### config.mk
export PLATFORM = sky130hd
export DESIGN_NAME = gemm_tile_scheduler
export DESIGN_NICKNAME = d
export VERILOG_FILES = /design/src/rtl/tpu_pkg.sv /design/src/rtl/tile_index_walker.sv /design/src/rtl/gemm_tile_scheduler.sv
export SDC_FILE = /design/constraint.sdc
export NUM_CORES = 1
export LEC_CHECK = 0
export ABC_AREA = 1
export CAP_MARGIN = 25
export CORE_UTILIZATION = 55
export DETAILED_ROUTE_END_ITERATION = 8
export PLACE_DENSITY = 0.86
export SYNTH_ARGS = -nofsm -noshare
export SYNTH_HDL_FRONTEND = slang
export SYNTH_SLANG_ARGS = --single-unit
export TNS_END_PERCENT = 1
### constraint.sdc
create_clock -name clk -period 2.6 [get_ports clk]
set_input_delay 0.39 -clock clk [delete_from_list [all_inputs] [get_ports clk]]
set_output_delay 0.39 -clock clk [all_outputs]
set_load 0.1 [all_outputs]
### src/rtl/tpu_pkg.sv
// Shared types and helpers for the GEMM tile scheduler and control_unit.
package tpu_pkg;

    localparam int TILE       = 16;
    localparam int TILE_SHIFT = 4;
    localparam int CMD_ADDR_W = 10;
    localparam int LEN_W      = 8;
    localparam int DIM_W      = 8;
    localparam int DIM_CW     = DIM_W + 1;

    // Command word consumed by control_unit; len_m occupies bits [7:0].
    typedef struct packed {
        logic [CMD_ADDR_W-1:0] addr_d;
        logic [CMD_ADDR_W-1:0] addr_c;
        logic [CMD_ADDR_W-1:0] addr_b;
        logic [CMD_ADDR_W-1:0] addr_a;
        logic [LEN_W-1:0]      len_n;
        logic [LEN_W-1:0]      len_k;
        logic [LEN_W-1:0]      len_m;
    } command_t;

    typedef enum logic [2:0] {
        ST_IDLE,
        ST_SETUP,
        ST_ISSUE,
        ST_BARRIER,
        ST_DRAIN,
        ST_DONE
    } sched_state_t;

    // Number of 16-element tiles covering a dimension (ceiling divide).
    function automatic logic [DIM_W:0] tile_count(input logic [DIM_W-1:0] dim);
        logic [DIM_W:0] sum;
        sum = {1'b0, dim} + DIM_CW'(TILE - 1);
        return sum >> TILE_SHIFT;
    endfunction

    // Length of tile idx along a dimension: a full tile, or the ragged remainder.
    function automatic logic [LEN_W-1:0] tile_len(input logic [DIM_W-1:0] dim,
                                                  input logic [DIM_W-1:0] idx);
        logic [DIM_W:0] rem;
        rem = {1'b0, dim} - ({1'b0, idx} << TILE_SHIFT);
        if (rem > DIM_CW'(TILE))
            return LEN_W'(TILE);
        return rem[LEN_W-1:0];
    endfunction

endpackage

### src/rtl/tile_index_walker.sv
// Walks the (ki, mi, ni) tile space with ni innermost and ki outermost, keeping
// running word offsets for the A, B and D tile arrays so that no multiplier is needed.
module tile_index_walker #(
    parameter int ADDR_WIDTH = 10,
    parameter int DIM_WIDTH  = 8,
    parameter int TILE       = 16
) (
    input  logic                  clk,
    input  logic                  rst,
    input  logic                  clear,
    input  logic                  step,
    input  logic [DIM_WIDTH:0]    mt,
    input  logic [DIM_WIDTH:0]    kt,
    input  logic [DIM_WIDTH:0]    nt,
    output logic [DIM_WIDTH-1:0]  mi,
    output logic [DIM_WIDTH-1:0]  ki,
    output logic [DIM_WIDTH-1:0]  ni,
    output logic [ADDR_WIDTH-1:0] off_a,
    output logic [ADDR_WIDTH-1:0] off_b,
    output logic [ADDR_WIDTH-1:0] off_d,
    output logic                  pass_end,
    output logic                  last_tile
);

    localparam int                  SHIFT = $clog2(TILE);
    localparam logic [ADDR_WIDTH-1:0] STEP  = ADDR_WIDTH'(TILE);

    // a_col_base = 16*ki, b_row_base = 16*ki*NT: restart points for a new mi row
    logic [ADDR_WIDTH-1:0] a_col_base;
    logic [ADDR_WIDTH-1:0] b_row_base;
    logic [ADDR_WIDTH-1:0] kt_stride;
    logic                  ni_last;
    logic                  mi_last;
    logic                  ki_last;

    assign kt_stride = ADDR_WIDTH'(kt) << SHIFT;
    assign ni_last   = ({1'b0, ni} == nt - 1'b1);
    assign mi_last   = ({1'b0, mi} == mt - 1'b1);
    assign ki_last   = ({1'b0, ki} == kt - 1'b1);
    assign pass_end  = ni_last && mi_last;
    assign last_tile = pass_end && ki_last;

    // Advance indices and offsets by one tile; the final tile wraps everything to zero.
    always_ff @(posedge clk) begin
        if (rst || clear || (step && last_tile)) begin
            mi         <= '0;
            ki         <= '0;
            ni         <= '0;
            off_a      <= '0;
            off_b      <= '0;
            off_d      <= '0;
            a_col_base <= '0;
            b_row_base <= '0;
        end else if (step) begin
            if (!ni_last) begin
                ni    <= ni + 1'b1;
                off_b <= off_b + STEP;
                off_d <= off_d + STEP;
            end else if (!mi_last) begin
                ni    <= '0;
                mi    <= mi + 1'b1;
                off_a <= off_a + kt_stride;
                off_b <= b_row_base;
                off_d <= off_d + STEP;
            end else begin
                ni         <= '0;
                mi         <= '0;
                ki         <= ki + 1'b1;
                a_col_base <= a_col_base + STEP;
                off_a      <= a_col_base + STEP;
                off_b      <= off_b + STEP;
                b_row_base <= off_b + STEP;
                off_d      <= '0;
            end
        end
    end

endmodule

### src/rtl/gemm_tile_scheduler.sv
// Splits one host GEMM job into 16x16x16 tile commands for control_unit and
// tracks their completion. Partial D of one K pass becomes C of the next, so a
// barrier waits for every tile of a pass to finish before the next pass issues.
//
//  state   | meaning
//  IDLE    | waiting for a job descriptor
//  SETUP   | compute tile counts, reset walker
//  ISSUE   | present tile commands while the outstanding window allows
//  BARRIER | end of a K pass; wait until all tiles of the pass are done
//  DRAIN   | all tiles issued; wait for the last completions
//  DONE    | one-cycle job_done pulse
module gemm_tile_scheduler
    import tpu_pkg::*;
#(
    parameter int ADDR_WIDTH = 10,
    parameter int TILE       = 16,
    parameter int DIM_WIDTH  = 8,
    parameter int MAX_OUT    = 4
) (
    input  logic                  clk,
    input  logic                  rst,
    input  logic                  job_valid,
    output logic                  job_ready,
    input  logic [ADDR_WIDTH-1:0] job_base_a,
    input  logic [ADDR_WIDTH-1:0] job_base_b,
    input  logic [ADDR_WIDTH-1:0] job_base_c,
    input  logic [ADDR_WIDTH-1:0] job_base_d,
    input  logic [DIM_WIDTH-1:0]  job_m,
    input  logic [DIM_WIDTH-1:0]  job_k,
    input  logic [DIM_WIDTH-1:0]  job_n,
    output logic                  cmd_valid,
    input  logic                  cmd_ready,
    output logic [63:0]           cmd_data,
    input  logic                  tile_done,
    output logic                  job_busy,
    output logic                  job_done,
    output logic                  job_err
);

    localparam int               OUT_W   = $clog2(MAX_OUT + 1);
    localparam logic [OUT_W-1:0] OUT_MAX = OUT_W'(MAX_OUT);

    sched_state_t          state;
    sched_state_t          state_next;

    logic [ADDR_WIDTH-1:0] base_a, base_b, base_c, base_d;
    logic [DIM_WIDTH-1:0]  dim_m, dim_k, dim_n;
    logic [DIM_WIDTH:0]    mt, kt, nt;

    logic [OUT_W-1:0]      outstanding;
    logic [OUT_W-1:0]      out_next;
    logic                  hs;
    logic                  done_eff;

    command_t              cmd_q;
    command_t              cmd_next;
    logic                  cmd_last_q;
    logic                  cmd_pass_end_q;

    logic                  accept;
    logic                  reject;
    logic                  load;
    logic                  walker_clear;

    logic [DIM_WIDTH-1:0]  mi, ki, ni;
    logic [ADDR_WIDTH-1:0] off_a, off_b, off_d;
    logic                  pass_end;
    logic                  last_tile;

    assign hs       = cmd_valid && cmd_ready;
    assign done_eff = tile_done && (outstanding != '0);
    assign cmd_data = cmd_q;

    tile_index_walker #(
        .ADDR_WIDTH (ADDR_WIDTH),
        .DIM_WIDTH  (DIM_WIDTH),
        .TILE       (TILE)
    ) u_walker (
        .clk       (clk),
        .rst       (rst),
        .clear     (walker_clear),
        .step      (load),
        .mt        (mt),
        .kt        (kt),
        .nt        (nt),
        .mi        (mi),
        .ki        (ki),
        .ni        (ni),
        .off_a     (off_a),
        .off_b     (off_b),
        .off_d     (off_d),
        .pass_end  (pass_end),
        .last_tile (last_tile)
    );

    // Outstanding count after this cycle; a spurious tile_done at zero is dropped.
    always_comb begin
        out_next = outstanding;
        if (hs && !done_eff)
            out_next = outstanding + 1'b1;
        else if (!hs && done_eff)
            out_next = outstanding - 1'b1;
    end

    // Command for the tile the walker currently points at; later K passes read partial D as C.
    always_comb begin
        cmd_next        = '0;
        cmd_next.len_m  = tile_len(dim_m, mi);
        cmd_next.len_k  = tile_len(dim_k, ki);
        cmd_next.len_n  = tile_len(dim_n, ni);
        cmd_next.addr_a = base_a + off_a;
        cmd_next.addr_b = base_b + off_b;
        cmd_next.addr_d = base_d + off_d;
        cmd_next.addr_c = (ki == '0) ? (base_c + off_d) : (base_d + off_d);
    end

    // State register.
    always_ff @(posedge clk) begin
        if (rst)
            state <= ST_IDLE;
        else
            state <= state_next;
    end

    // Next state, status outputs and issue decision.
    always_comb begin
        state_next   = state;
        job_ready    = 1'b0;
        job_busy     = 1'b0;
        job_done     = 1'b0;
        accept       = 1'b0;
        reject       = 1'b0;
        load         = 1'b0;
        walker_clear = 1'b0;
        case (state)
            ST_IDLE: begin
                job_ready = 1'b1;
                if (job_valid) begin
                    if (job_m == '0 || job_k == '0 || job_n == '0) begin
                        reject = 1'b1;
                    end else begin
                        accept     = 1'b1;
                        state_next = ST_SETUP;
                    end
                end
            end
            ST_SETUP: begin
                job_busy     = 1'b1;
                walker_clear = 1'b1;
                state_next   = ST_ISSUE;
            end
            ST_ISSUE: begin
                job_busy = 1'b1;
                if (hs && cmd_last_q)
                    state_next = ST_DRAIN;
                else if (hs && cmd_pass_end_q)
                    state_next = ST_BARRIER;
                else if ((!cmd_valid || hs) && (out_next < OUT_MAX))
                    load = 1'b1;
            end
            ST_BARRIER: begin
                job_busy = 1'b1;
                if (outstanding == '0)
                    state_next = ST_ISSUE;
            end
            ST_DRAIN: begin
                job_busy = 1'b1;
                if (outstanding == '0)
                    state_next = ST_DONE;
            end
            ST_DONE: begin
                job_done   = 1'b1;
                state_next = ST_IDLE;
            end
            default: state_next = ST_IDLE;
        endcase
    end

    // Descriptor capture on accept, tile counts derived once in SETUP.
    always_ff @(posedge clk) begin
        if (rst) begin
            base_a <= '0;
            base_b <= '0;
            base_c <= '0;
            base_d <= '0;
            dim_m  <= '0;
            dim_k  <= '0;
            dim_n  <= '0;
            mt     <= '0;
            kt     <= '0;
            nt     <= '0;
        end else begin
            if (accept) begin
                base_a <= job_base_a;
                base_b <= job_base_b;
                base_c <= job_base_c;
                base_d <= job_base_d;
                dim_m  <= job_m;
                dim_k  <= job_k;
                dim_n  <= job_n;
            end
            if (state == ST_SETUP) begin
                mt <= tile_count(dim_m);
                kt <= tile_count(dim_k);
                nt <= tile_count(dim_n);
            end
        end
    end

    // Registered command port: held stable until the handshake, reloaded in the same cycle for back-to-back issue.
    always_ff @(posedge clk) begin
        if (rst) begin
            cmd_valid      <= 1'b0;
            cmd_q          <= '0;
            cmd_last_q     <= 1'b0;
            cmd_pass_end_q <= 1'b0;
        end else if (load) begin
            cmd_valid      <= 1'b1;
            cmd_q          <= cmd_next;
            cmd_last_q     <= last_tile;
            cmd_pass_end_q <= pass_end;
        end else if (hs) begin
            cmd_valid <= 1'b0;
        end
    end

    // Outstanding tile counter and the reject pulse.
    always_ff @(posedge clk) begin
        if (rst) begin
            outstanding <= '0;
            job_err     <= 1'b0;
        end else begin
            outstanding <= out_next;
            job_err     <= reject;
        end
    end

endmodule

* After elaboration in Yosys (flattened, before gate mapping)
Cells that the tools add are included.
Operators by class: $lt $le $gt $ge 4, add/sub/neg operators 22, multiplexer cells 40, equality and inequality tests 13, reductions and logical operators 31, bitwise operators 2
Operators by type and width (count):
- 8-bit two-way mux | 8
- 10-bit two-way mux | 6
- 10-bit adder | 4
- 8-bit logical NOT | 4
- 10-bit by 5-bit adder with 10-bit output, second input constant | 3
- 8-bit by 4-bit adder with 9-bit output, second input constant | 3
- 8-bit by 9-bit equality test with 1-bit output | 3
- 9-bit by 5-bit greater-than comparator with 1-bit output, second input constant | 3
- 8-bit by 9-bit subtractor with 9-bit output | 3
- 8-bit by 1-bit adder with 8-bit output, second input constant | 3
- 3-bit two-way mux | 8
- 5-bit by 1-bit subtractor with 6-bit output, second input constant | 3
- 1-bit two-way mux | 17
- 3-bit one-hot mux with 5 select lines | 1
- 10-bit by 9-bit adder with 10-bit output | 1
- 1-bit logical AND | 10
- 2-bit != test, second input constant | 4
- 3-bit by 2-bit equality test with 1-bit output, second input constant | 2
- 3-bit equality test, second input constant | 2
- 3-bit logical NOT | 2
- 1-bit logical OR | 5
- 5-bit AND reduction | 1
- 4-bit OR reduction | 1
- 3-bit by 1-bit adder with 3-bit output, second input constant | 1
- 11 further kinds | 14
Storage, ports and cells: bits of input ports 69, bits in registers 227

* Depth between registers and ports, before layout
depth in word-level cells 13, gate-level depth with buffers 20, depth with buffers taken out 19

* Modules after synthesis
From an unflattened synthesis, not the netlist that was laid out.
Unflattened totals: cells, all modules 1910, area, all modules 12883.6 um^2
By module, submodules not included:
- gemm_tile_scheduler | sequential area each 3062.9 um^2, cells an instance 1151, times used 1, area an instance 8189.1 um^2
- tile_index_walker | sequential area each 1241.2 um^2, cells an instance 759, times used 1, area an instance 4694.5 um^2

* Worst setup path after synthesis
Ideal clock, no wire load.
path kind register -> register, from register state[2], to register base_a[3], path slack -0.261 ns, setup time 0.128 ns, arrival time 2.733 ns, required time 2.472 ns, path buffers 2, cell stages (with the launch flop) 11, clock period less this slack 2.861 ns, path through dfxtp_1 > inv_1 > nand2_1 > nor2_1 > inv_1 > nor2_1 > nand3_1 > clkbuf_1 > clkbuf_1 > o21ai_0 > a21oi_1
Between the ends: word-level cells in the longest chain between the ends 2
Ends and longest elaborated chain:
- start: declaration | line gemm_tile_scheduler.sv:43 | sched_state_t state;
- start signal: assignment | line gemm_tile_scheduler.sv:122 | state <= state_next;
- 3-bit logical NOT | line gemm_tile_scheduler.sv:135 | case (state)
- 1-bit two-way mux | line gemm_tile_scheduler.sv:135
- end signal: assignment | line gemm_tile_scheduler.sv:194 | base_a <= job_base_a;
- end: declaration | line gemm_tile_scheduler.sv:46 | logic [ADDR_WIDTH-1:0] base_a, base_b, base_c, base_d;
Every way passes these cells. A chain may end at the register's enable or synchronous reset.

* Final worst setup path
from register outstanding[0], to register u_walker.off_a[9]
Between the ends: word-level cells in the longest chain between the ends 13, elaborated cells between the ends (all ways) 18, classes of those cells add/sub (2); order compare (1); mux (6); reduce/logical (9)
Ends and longest elaborated chain:
- start: declaration | line gemm_tile_scheduler.sv:50 | logic [OUT_W-1:0] outstanding;
- start signal: assignment | line gemm_tile_scheduler.sv:233 | outstanding <= out_next;
- parallel branches: the longest is 4 deep, another holds 3-bit by 1-bit subtractor with 3-bit output
- 3-bit two-way mux (*) | line gemm_tile_scheduler.sv:99 | if (hs && !done_eff)
- 3-bit < comparator (*) | line gemm_tile_scheduler.sv:158 | else if ((!cmd_valid || hs) && (out_next < OUT_MAX))
- 1-bit logical AND (*) | line gemm_tile_scheduler.sv:158
- 1-bit two-way mux (*) | line gemm_tile_scheduler.sv:158
- 1-bit two-way mux (*) | line gemm_tile_scheduler.sv:156 | else if (hs && cmd_pass_end_q)
- 1-bit two-way mux (*) | line gemm_tile_scheduler.sv:154 | if (hs && cmd_last_q)
- 1-bit two-way mux (*) | line gemm_tile_scheduler.sv:135
- 1-bit logical AND | line tile_index_walker.sv:45 | if (rst || clear || (step && last_tile)) begin
- 1-bit logical OR | line tile_index_walker.sv:45
- end signal: assignment | line tile_index_walker.sv:62 | off_a <= off_a + kt_stride;
- end signal: assignment | line tile_index_walker.sv:70 | off_a <= a_col_base + STEP;
- end: declaration | line tile_index_walker.sv:18 | output logic [ADDR_WIDTH-1:0] off_a,
Every way passes the cells marked *.

==> impl_table.tex <==
\begin{tabular}{lr}
\hline
Metric & Value \\
\hline
\multicolumn{2}{l}{\textbf{Hold path}} \\
Worst Hold Path EP & cmd\_data[13] \\
Hold Path Class & reg2reg \\
Start point of the worst min-delay path & cmd\_data[13] \\
Worst hold path depth & 2 \\
\multicolumn{2}{l}{\textbf{Synthesis}} \\
Async set-or-reset flop fraction in the synthesized netlist & 0\% \\
Adder-cell share of the synthesized area & 7.31\% \\
Synthesized instance count & 1,569 \\
Mean Syn Cell Area & 7.20 um\^{}2 \\
Fraction of the yosys area taken by sequential cells & 38.1\% \\
Synth Area in Compound Gates & 16.8\% \\
Post-synthesis xor/xnor area fraction & 5.19\% \\
Mux share of post-synthesis cell area & 0\% \\
Ranking of synthesized cells by area & dfxtp\_1, nand2\_1, a21oi\_1 \\
Total of flip-flops plus latches after synthesis & 215 \\
Count of flip-flops with a built-in enable after synthesis & 0 \\
Dominant register cell in the synthesized netlist & dfxtp\_1 \\
Cell type contributing the most total cell area after synthesis & dfxtp\_1 \\
Simple-gate share of the synthesized area & 22.6\% \\
Count of yosys warnings during synthesis & 0 \\
Share of the synthesized area in the top cell type & 38.1\% \\
Cell variety after synth & 43 \\
Main combinational cell family by area after synthesis & simple AND/OR/NAND/NOR gates \\
Syn Std Cell Area & 0.0113 mm\^{}2 \\
\multicolumn{2}{l}{\textbf{Clock tree}} \\
CTS Hold Bufs & 0 \\
CTS tree & built \\
Clock sink total & 215 \\
Number of buffers created by CTS & 23 \\
CTS clk-pin slew, worst paths & 0.06 ns \\
Clock Path Buffers & 3 \\
Worst-Skew Late Latency & 0.54 ns \\
H-tree depth & 1 \\
Cell chosen for the clock root & clkbuf\_16 \\
\multicolumn{2}{l}{\textbf{Timing}} \\
Aggregate negative setup slack & 0 ns \\
Number of failing setup endpoints in the final timing report & 0 \\
Number of hold violations in the final report & 0 \\
Post-Route Hold Slack & 0.443 ns \\
Highest clock frequency the design can meet & 392 MHz \\
Number of slew-limit violations in the final report & 0 \\
Post-route clock period utilization & 98.1\% \\
Time the worst path needs with I/O delays and setup & 2.55 ns \\
Final setup skew & 0.0305 ns \\
RSZ-0062 raised after global routing & true \\
\multicolumn{2}{l}{\textbf{Floorplanning}} \\
DIE HEIGHT & 145 um \\
Number of core rows & 52 \\
Core area & 0.0202 mm\^{}2 \\
Die area & 0.0211 mm\^{}2 \\
Horizontal die dimension & 145 um \\
Number of top-level design ports & 138 \\
Starting Density & 56.0\% \\
\multicolumn{2}{l}{\textbf{Job}} \\
Maximum Capacitance Violations & 0 \\
\multicolumn{2}{l}{\textbf{GRT}} \\
Vias in the first global route & 10,400 \\
Pin count of the biggest net entering global routing & 108 \\
Total gr overflow & 0 \\
GRT Util Overall & 27.9\% \\
Initial antenna violation count & 0 \\
Global-route wire length before repair & 49,400 um \\
\multicolumn{2}{l}{\textbf{Route}} \\
Via count & 11,100 \\
Post-route DRC violation count & 0 \\
Initial DRT Pass Iterations & 5 \\
Iteration-0 DRC Markers & 948 \\
Routed Antenna Nets & 0 \\
Total Routed Length & 30,800 um \\
Routed via count divided by cell count & 5.55 \\
Average detailed-routed wire length per instance & 15.4 um \\
\multicolumn{2}{l}{\textbf{Placement}} \\
IO Port Bufs & 137 \\
Final GP Congestion & 0.857 \\
Post-DP HPWL & 20,800 um \\
Placed Instances & 1,951 \\
\multicolumn{2}{l}{\textbf{Worst setup path}} \\
Largest driver fanout on the critical path & 5 \\
End of the worst register-to-register path & u\_walker.off\_a[9] \\
Arrival time of data at the critical path endpoint & 3.01 ns \\
Worst setup path category & reg2reg \\
Critical path startpoint category & register \\
Start of the worst register-to-register path & outstanding[0] \\
FF-to-FF setup slack & 0.05 ns \\
Endpoint class of the critical path & register \\
Required time at the endpoint of the critical path & 3.06 ns \\
Worst-case reg-to-reg path depth & 20 \\
\multicolumn{2}{l}{\textbf{Finish}} \\
Number of non-filler instances in the completed layout & 1,999 \\
Finished Core Util & 68.9\% \\
Diodes inserted & 0 \\
Share of layout cells above drive strength 1 & 10.8\% \\
Nets@finish & 1,846 \\
Layout-stage area growth over the synthesis result & 23.0\% \\
\multicolumn{2}{l}{\textbf{Power and ir drop}} \\
Fraction of power consumed by sequential logic & 31.3\% \\
Internal power summed over all cells & 0.00775 W \\
Proportion of power drawn by combinational gates & 43.6\% \\
Net Sw Power & 0.00617 W \\
Power Density & 1000 mW/mm\^{}2 \\
Max IR drop VDD & 823 uV \\
Static leakage & 6.34 nW \\
Total chip power & 0.0139 W \\
Share of power burned in the clock network & 25.1\% \\
Fraction of power spent switching nets & 44.3\% \\
\multicolumn{2}{l}{\textbf{Status}} \\
Outcome & completed \\
\hline
\end{tabular}
==> synthesized netlist by cell type (all sizes together) (2+ instances only) <==
| library cell | count |
|---|---|
| fa | 5 |
| xor2 | 51 |
| nor2 | 140 |
| nor3 | 21 |
| o21bai | 4 |
| or2 | 5 |
| nor4 | 5 |
| buf | 24 |
| and2 | 2 |
| nand2 | 250 |
| a21oi | 182 |
| a31oi | 6 |
| nand4 | 30 |
| nor3b | 2 |
| dfxtp | 215 |
| nand3b | 4 |
| o21ai | 153 |
| ha | 58 |
| xnor2 | 16 |
| a211oi | 4 |
| nand3 | 112 |
| inv | 221 |
| clkbuf | 41 |
| o211ai | 12 |
==> power by group through the flow <==
stage	combinational, W	sequential, W	clock (W)
after global routing	0.00653	0.00442	0.00363
after detailed placement	0.00581	0.00439	0
after CTS	0.00590	0.00434	0.00352
after global placement	0.00567	0.00439	0
final	0.00608	0.00436	0.00349
after floorplan	0.00259	0.00610	0
==> critical path, stage by stage (launching register included) <==
cell and delay [ns]:
dfxtp_2 0.35, inv_1 0.07, ha_1 0.22, nand2_2 0.10, nand2_2 0.07, inv_2 0.07, ha_4 0.13, nand2_1 0.05
nand2_1 0.07, o21ai_0 0.09, nand2_1 0.13, nand2_1 0.11, nor2_2 0.18, nand2_4 0.11, buf_4 0.17, nor2_1 0.10
buf_4 0.17, nand2_1 0.09, nand3_1 0.09, nand2_1 0.05, inv_1 0.05
==> routing by layer <==
metal  part of all wire (%)  track usage, %  vias to the layer above  routed length (um)
li1                       -               -                     5432                   -
met1                     41            34.4                     5110               12600
met2                     49            48.9                      468               15100
met5                      0               0                        -                   0
met4                    3.1            10.0                        0                 947
met3                    7.1            4.40                       90                2170
==> cell usage in the layout (no fill, tap or decap), types with 16 or more instances in the layout <==
master / instances
buf_4: 104
nand4_1: 30
a21oi_1: 182
ha_1: 56
o21ai_0: 151
clkdlybuf4s50_1: 68
nand2_1: 242
xor2_1: 51
nor2_1: 133
inv_1: 214
nor3_1: 20
nand3_1: 107
clkbuf_16: 24
xnor2_1: 16
dfxtp_1: 214
==> sequential cells by signal, summed over array words and instances (netlist names), 3 cells and up <==
signal,count
u_walker.ni,8
dim_n,8
cmd_data,64
u_walker.ki,8
base_d,10
state,3
kt,5
base_c,10
u_walker.off_d,6
u_walker.off_a,6
base_b,10
u_walker.b_row_base,10
mt,5
base_a,10
outstanding,3
u_walker.a_col_base,6
dim_m,8
nt,5
dim_k,8
u_walker.off_b,10
u_walker.mi,8
==> kinds of logic (layout without fill, tap and decap cells) <==
group                      after synthesis  count (layout)
and+or+nand+nor                        572             572
AOI/OAI and AO/OA                      365             365
buffers and inverters                  286             445
DFF                                    215             215
xor gates and xnor gates                67              67
adders and majority gates               63              63
other                                    1               2
==> worst max-delay path by stage <==
| stage | slack [ns] | end | cells past startpoint | start |
|---|---|---|---|---|
| floorplan | -0.22 | job_done | 2 | state[0] |
| global placement | 0.0007 | cmd_data[39] | 13 | cmd_ready |
| detailed placement | -0.12 | cmd_data[31] | 13 | cmd_ready |
| CTS | 0.03 | u_walker.b_row_base[5] | 20 | outstanding[0] |
| global route | -0.14 | u_walker.off_b[4] | 18 | outstanding[0] |
| finish | 0.05 | u_walker.off_a[9] | 20 | outstanding[0] |
==> stage by stage <==
| step | instance area [um^2] | worst slack [ns] |
|---|---|---|
| final | 13900 | 0.0483 |
| after global routing | 13900 | -0.137 |
| after CTS | 13800 | 0.0302 |
| after detailed placement | 13000 | -0.120 |
| after global placement | 13000 | 0.000715 |
| after floorplan | 11300 | -0.221 |
==> what timing repair did <==
item,CTS,global route
pin swaps,0,3
gates resized for setup,3,13
setup endpoints to repair,7,95
gates cloned,0,1
buffers inserted,3,4
==> final cells by class <==
cell class / instances / area [um^2]
inverters: 221 / 836
flip-flops and latches: 215 / 4310
repair buffers: 184 / 1710
clock inverters: 8 / 155
clock buffers: 32 / 639
multi-input cells: 1069 / 5920
well taps: 270 / 338
fillers: 1568 / 6270
Power figures use the tool's default switching activity.
